[src/rtl/instruction_fetch.sv]
// -----------------------------------------------------------------------------
// instruction_fetch
//
// Issues sequential word fetches to an instruction memory, tracks the PCs of
// requests still waiting for a response, and buffers returned words in a small
// FIFO that feeds the decode stage. Branch/jump/trap redirects flush the FIFO
// and turn every in-flight request into a response to be dropped.
//
// Ports:
//   clk, rst          - clock; synchronous active-high reset
//   imem_req_valid    - fetch request valid (out)
//   imem_req_addr     - word-aligned fetch address (out)
//   imem_req_ready    - memory accepts the request (in)
//   imem_resp_valid   - in-order response valid (in)
//   imem_resp_data    - fetched instruction word (in)
//   redirect_valid    - one-cycle redirect pulse (in)
//   redirect_pc       - redirect target, low two bits ignored (in)
//   inst_valid        - FIFO head valid toward decode (out)
//   instruction       - instruction word at FIFO head (out)
//   pc_count          - PC of the FIFO head instruction (out)
//   inst_ready        - decode consumes the FIFO head (in)
// -----------------------------------------------------------------------------
module instruction_fetch #(
  parameter logic [31:0] RESET_PC = 32'h0000_0000
) (
  input  logic        clk,
  input  logic        rst,
  output logic        imem_req_valid,
  output logic [31:0] imem_req_addr,
  input  logic        imem_req_ready,
  input  logic        imem_resp_valid,
  input  logic [31:0] imem_resp_data,
  input  logic        redirect_valid,
  input  logic [31:0] redirect_pc,
  output logic        inst_valid,
  output logic [31:0] instruction,
  output logic [31:0] pc_count,
  input  logic        inst_ready
);

  typedef struct packed {
    logic [31:0] pc;
    logic [31:0] inst;
  } fifo_entry_t;

  logic [31:0] fetch_pc_q, fetch_pc_d;
  logic [31:0] pcq_q [2];
  logic [31:0] pcq_d [2];
  logic [1:0]  outstanding_q, outstanding_d;
  // A slow memory can have two dropped requests still in flight when a second
  // redirect moves two more into this counter, so it is one bit wider than the
  // queue depth alone would suggest.
  logic [2:0]  drop_count_q, drop_count_d;
  fifo_entry_t fifo_q [2];
  fifo_entry_t fifo_d [2];
  logic [1:0]  fifo_count_q, fifo_count_d;

  logic        req_fire;
  logic        deq;
  logic        resp_accept;
  logic [2:0]  occupancy;
  logic [1:0]  pcq_level;
  logic [1:0]  fifo_level;
  logic        unused_redirect_bits;

  assign unused_redirect_bits = ^redirect_pc[1:0];

  assign inst_valid    = (fifo_count_q != 2'd0);
  assign instruction   = fifo_q[0].inst;
  assign pc_count      = fifo_q[0].pc;
  assign imem_req_addr = fetch_pc_q;

  assign deq = inst_valid && inst_ready;

  // Slots already claimed (in flight plus buffered), less the one decode frees
  // this cycle. Capping this at 2 is what keeps the FIFO from overflowing.
  assign occupancy = {1'b0, outstanding_q} + {1'b0, fifo_count_q} - {2'b00, deq};

  assign imem_req_valid = !rst && !redirect_valid && (occupancy < 3'd2);
  assign req_fire       = imem_req_valid && imem_req_ready;

  // Responses only belong to the current path once every stale one has drained.
  assign resp_accept = imem_resp_valid && !redirect_valid && (drop_count_q == 3'd0);

  // Both queues are shift registers with the head at index 0: pop shifts,
  // push writes the first free slot after the pop, so push+pop keeps order.
  assign pcq_level  = outstanding_q - {1'b0, resp_accept};
  assign fifo_level = fifo_count_q - {1'b0, deq};

  // NOTE: every signal gets a default first so no path leaves it unassigned
  // and no latch is inferred.
  always_comb begin
    fetch_pc_d    = fetch_pc_q;
    pcq_d         = pcq_q;
    outstanding_d = outstanding_q;
    drop_count_d  = drop_count_q;
    fifo_d        = fifo_q;
    fifo_count_d  = fifo_count_q;

    if (redirect_valid) begin
      fetch_pc_d    = {redirect_pc[31:2], 2'b00};
      outstanding_d = 2'd0;
      fifo_count_d  = 2'd0;
      // A response arriving this cycle answers one of the in-flight requests.
      drop_count_d  = drop_count_q + {1'b0, outstanding_q} - {2'b00, imem_resp_valid};
    end else begin
      if (req_fire) begin
        fetch_pc_d = fetch_pc_q + 32'd4;
      end

      if (imem_resp_valid && (drop_count_q != 3'd0)) begin
        drop_count_d = drop_count_q - 3'd1;
      end

      if (resp_accept) begin
        pcq_d[0] = pcq_q[1];
      end
      if (req_fire) begin
        pcq_d[pcq_level[0]] = fetch_pc_q;
      end
      outstanding_d = outstanding_q + {1'b0, req_fire} - {1'b0, resp_accept};

      if (deq) begin
        fifo_d[0] = fifo_q[1];
      end
      if (resp_accept) begin
        fifo_d[fifo_level[0]] = '{pc: pcq_q[0], inst: imem_resp_data};
      end
      fifo_count_d = fifo_count_q + {1'b0, resp_accept} - {1'b0, deq};
    end
  end

  // NOTE: state is updated with non-blocking assignments so every flop samples
  // the pre-edge values regardless of statement order.
  always_ff @(posedge clk) begin
    if (rst) begin
      fetch_pc_q    <= RESET_PC;
      outstanding_q <= 2'd0;
      drop_count_q  <= 3'd0;
      fifo_count_q  <= 2'd0;
      // NOTE: the storage is reset too because the FIFO head drives
      // instruction/pc_count directly and must read as zero during reset.
      pcq_q[0]      <= '0;
      pcq_q[1]      <= '0;
      fifo_q[0]     <= '0;
      fifo_q[1]     <= '0;
    end else begin
      fetch_pc_q    <= fetch_pc_d;
      pcq_q         <= pcq_d;
      outstanding_q <= outstanding_d;
      drop_count_q  <= drop_count_d;
      fifo_q        <= fifo_d;
      fifo_count_q  <= fifo_count_d;
    end
  end

  // A response with nothing in flight means the memory model is broken.
  a_resp_has_request : assert property (
    @(posedge clk) disable iff (rst)
      !(imem_resp_valid && (outstanding_q == 2'd0) && (drop_count_q == 3'd0))
  ) else $error("instruction_fetch: response with no request in flight");

endmodule

[config.mk]
export PLATFORM = sky130hd
export DESIGN_NAME = instruction_fetch
export DESIGN_NICKNAME = d
export VERILOG_FILES = /design/src/rtl/instruction_fetch.sv
export SDC_FILE = /design/constraint.sdc
export NUM_CORES = 1
export LEC_CHECK = 0
export CAP_MARGIN = 15
export CORE_UTILIZATION = 49
export CTS_CLUSTER_SIZE = 40
export DETAILED_ROUTE_END_ITERATION = 8
export GPL_TIMING_DRIVEN = 0
export HOLD_SLACK_MARGIN = 0.15
export PLACE_DENSITY = 0.78
export RECOVER_POWER = 100
export SLEW_MARGIN = 5
export SYNTH_ARGS = -nofsm -noshare
export SYNTH_HDL_FRONTEND = slang
export SYNTH_SLANG_ARGS = --single-unit
[constraint.sdc]
create_clock -name clk -period 3.6 [get_ports clk]
set_input_delay 0.72 -clock clk [delete_from_list [all_inputs] [get_ports clk]]
set_output_delay 0.72 -clock clk [all_outputs]
set_load 0.01 [all_outputs]
==> load_flow_metrics.sql <==
INSERT INTO impl_metrics (metric_group, metric, value, unit) VALUES
('global_route', 'grt.total_usage', '0.2673', ''),
('clocking', 'worst_skew_pair.late_latency', '510', 'ps'),
('cells_and_area', 'num_antenna_cells', '0', ''),
('global_route', 'grt_pass1_vias', '9556', ''),
('logic_synthesis', 'netlist_area', '10800', 'um2'),
('cells_and_area', 'layout.cells.most_common_list', 'sky130_fd_sc_hd__nand2_1 (342), sky130_fd_sc_hd__dfxtp_1 (228), sky130_fd_sc_hd__a21oi_1 (109), sky130_fd_sc_hd__mux2i_1 (98), sky130_fd_sc_hd__dlygate4sd3_1 (97)', ''),
('floorplan', 'design.core.area', '21290', 'um2'),
('clocking', 'cts_root_buffer', 'sky130_fd_sc_hd__clkbuf_16', ''),
('logic_synthesis', 'ys_async_sr_fraction', '0', ''),
('cells_and_area', 'area_occupied_by_registers', '4586', 'um2'),
('floorplan', 'floorplan.initialDensity', '0.5073', ''),
('sta', 'finalCritPeriodShare', '0.9814', ''),
('sta', 'finalCriticalPeriod', '3533', 'ps'),
('logic_synthesis', 'synthCells', '1342', ''),
('job', 'timing.max_cap.violations', '0', ''),
('cells_and_area', 'layout.cells.most_common', 'sky130_fd_sc_hd__nand2_1', ''),
('route', 'initialDrtViolationCount', '711', ''),
('clocking', 'clk_pin_slew_worst_paths', '60', 'ps'),
('critical_path', 'worst_setup_start_kind', 'input pin', ''),
('logic_synthesis', 'ys_types', '55', ''),
('status', 'run_status', 'finished, final reports clean', ''),
('floorplan', 'die-width', '150.4', 'um'),
('logic_synthesis', 'ys_ff_latch', '229', ''),
('logic_synthesis', 'post_synth.cell_area_avg', '8.046', 'um2'),
('sta', 'grt_setup_unrepaired', 'false', ''),
('sta', 'final-setup-viol-count', '0', ''),
('critical_path', 'timing.critical_path.slowest_cell_delay', '570', 'ps'),
('critical_path', 'timing.setup.critical_path_class', 'in2out', ''),
('worst_hold_path', 'holdCritPathClass', 'reg2reg', ''),
('place', 'buffer_ports.inserted', '163', ''),
('cells_and_area', 'design.final.nets', '1616', ''),
('critical_path', 'timing.critical_path.required', '2880', 'ps'),
('global_route', 'grt_remaining_overflow', '0', ''),
('route', 'vias_per_inst', '5.548', ''),
('logic_synthesis', 'ys.flop_type', 'sky130_fd_sc_hd__dfxtp_1', ''),
('route', 'final_wirelength', '30510', 'um'),
('route', 'route.detailed.wl_per_inst', '16.74', 'um'),
('floorplan', 'design.die.area', '22630', 'um2'),
('clocking', 'ctsHtreeMaxLevel', '1', ''),
('cells_and_area', 'finalCoreUtilization', '0.6367', ''),
('logic_synthesis', 'synth_enable_flop_cells', '0', ''),
('pwr', 'power-per-cell-area', '481.1', 'nW/um2'),
('critical_path', 'crit_path_max_fanout', '10', ''),
('global_route', 'grt_start_max_net_pins', '20', ''),
('logic_synthesis', 'yosys_warnings', '0', ''),
('place', 'post_place_instance_area', '12780', 'um2'),
('route', 'drtAntennaViolNets', '0', ''),
('cells_and_area', 'n_fill_cell', '1840', ''),
('cells_and_area', 'final_layout_size_suffix_gt1_frac', '0.09373', ''),
('floorplan', 'dieHeight', '150.4', 'um'),
('route', 'remaining_drcs', '0', ''),
('cells_and_area', 'multiInputGateArea', '5239', 'um2'),
('logic_synthesis', 'register_area_share_after_synthesis', '0.4246', ''),
('global_route', 'grt_first_pass_wirelength', '48130', 'um'),
('route', 'dr_total_vias', '10110', ''),
('place', 'gp_routability_congestion', '0.9205', ''),
('pwr', 'cellLeakagePower', '5.832', 'nW'),
('sta', 'finalHoldViolCount', '0', ''),
('floorplan', 'core.rowCount', '53', ''),
('critical_path', 'critPathMostFrequentCell', 'sky130_fd_sc_hd__clkdlybuf4s50_1', ''),
('clocking', 'cts_hold_buffers', '0', ''),
('global_route', 'grt_antenna_before_repair', '0', ''),
('sta', 'fmaxAchievable', '283.1', 'MHz'),
('cells_and_area', 'area.growth.synth_to_final', '25.52', '%'),
('sta', 'final-max-slew-violation-count', '0', ''),
('place', 'dp_hpwl', '21640', 'um'),
('sta', 'maxSlewHeadroom', '0.4123', ''),
('clocking', 'cts_max_path_buffers', '3', ''),
('clocking', 'cts.sink_count', '229', ''),
('cells_and_area', 'stdcell_area', '13550', 'um2'),
('critical_path', 'critPathCaptureType', 'output pin', ''),
('critical_path', 'timing.critical_path.slowest_stage_cell', 'sky130_fd_sc_hd__clkbuf_1', ''),
('sta', 'worst_pin_slew', '881.5', 'ps'),
('clocking', 'cts_buffers', '25', ''),
('floorplan', 'floorplan.io_pins', '168', ''),
('route', 'detailedRoute.firstPassIterationCount', '5', ''),
('critical_path', 'crit_path_arrival_time', '2810', 'ps'),
('pwr', 'vdd_ir_drop_max', '0.3518', 'mV'),
('critical_path', 'critical_path.cell_chain', 'clkdlybuf4s50_1 -> clkbuf_1 -> nor2_1 -> and3_1 -> clkdlybuf4s50_1', ''),
('sta', 'skew', '9.412', 'ps'),
('clocking', 'cts_tree', 'done', '');
==> path summary, 6_finish.rpt <==
check	start	slack, ps	to	cells past startpoint
max	rst	70	imem_req_valid	5
min	flop	450	flop	2
max reg2reg	fifo_count_q[1]$_SDFF_PP0_	240	pcq_q[36]$_SDFFE_PP0N_	11
min reg2reg	flop	450	flop	2
==> where the power goes <==
group,internal (mW),total (mW),switching [mW]
Clock,1.34,2.34,1.00
Combinational,0.628,1.33,0.703
Sequential,2.69,2.84,0.158
Total,4.66,6.52,1.86
==> cell families (layout without fill, tap and decap cells) <==
group	Yosys count	in the layout	share of synthesized area
mux	99	99	0.09189
other cells	1	2	0.0003473
xor+xnor	20	20	0.01622
compound gates	319	319	0.1715
simple gates	475	475	0.1882
flops	229	229	0.4246
fa+ha+maj	12	12	0.01530
buf+inv	187	391	0.09200
==> what timing repair did <==
| item | CTS | global route |
|---|---|---|
| pin swaps | 2 | 1 |
| gates resized for setup | 10 | 0 |
| setup endpoints to repair | 88 | 2 |
| setup buffers | 3 | 1 |
| hold endpoints to repair | 0 | 0 |
==> layout make-up <==
| class | instances | share of cell area |
|---|---|---|
| Timing Repair Buffer | 167 | 0.1222 |
| Clock buffer | 34 | 0.05161 |
| Tap cell | 275 | 0.02539 |
| Clock inverter | 6 | 0.002493 |
| Buffer | 168 | 0.06896 |
| Inverter | 16 | 0.004431 |
| Sequential cell | 229 | 0.3383 |
| Multi-Input combinational cell | 927 | 0.3865 |
==> per-stage QoR <==
| stage | instances | total power, mW | setup WS, ps | hold WS [ps] | setup TNS [ps] |
|---|---|---|---|---|---|
| 5_1_grt | 1822 | 6.797 | 4.324 | 467.9 | 0 |
| 2_1_floorplan | 1343 | 3.723 | 53.71 | 435.7 | 0 |
| 3_5_place_dp | 1781 | 4.250 | -1269 | 446.6 | -59300 |
| 4_1_cts | 1822 | 6.582 | 17.41 | 454.3 | 0 |
| 6_report | 1822 | 6.521 | 67.14 | 452.5 | 0 |
| 3_3_place_gp | 1781 | 4.213 | -1243 | 440.8 | -53090 |
==> per-layer routing <==
metal / GRT usage / part of all wire
met4: 0.07525 / 0.020
met5: 0 / 0
met3: 0.04455 / 0.078
met1: 0.3551 / 0.44
met2: 0.4449 / 0.46
==> Yosys cell counts, drive strengths merged (2+ instances only) <==
cell type  count  area, um2
dfxtp        229       4584
nor4           4      46.29
and2          11      68.82
o21ai         76      384.1
fa             2      40.04
inv           15      56.31
nand4         17      133.9
nand2b         2      12.51
o22ai         69      431.7
o311ai         3      26.28
nand3         11      55.05
mux2i         98      980.9
nor2          61      231.5
and3           7      43.79
a21oi        109      545.5
nor3           9      67.56
o211ai         4      30.03
a211oi        35      262.8
ha            10      125.1
or3            3      18.77
clkbuf        73      274.0
xnor2         10      87.58
a32oi          2      17.52
nand2        343       1290
o31a           3      26.28
a22oi          5      37.54
xor2          10      87.58
buf           98      659.4
a31oi          9      56.30
==> worst max-delay path, delay by kind of cell <==
kind | cells | cell delay (ps)
buf+inv | 3 | 1600
simple gates | 2 | 490
No activity file was read; power rests on OpenSTA's default activity.
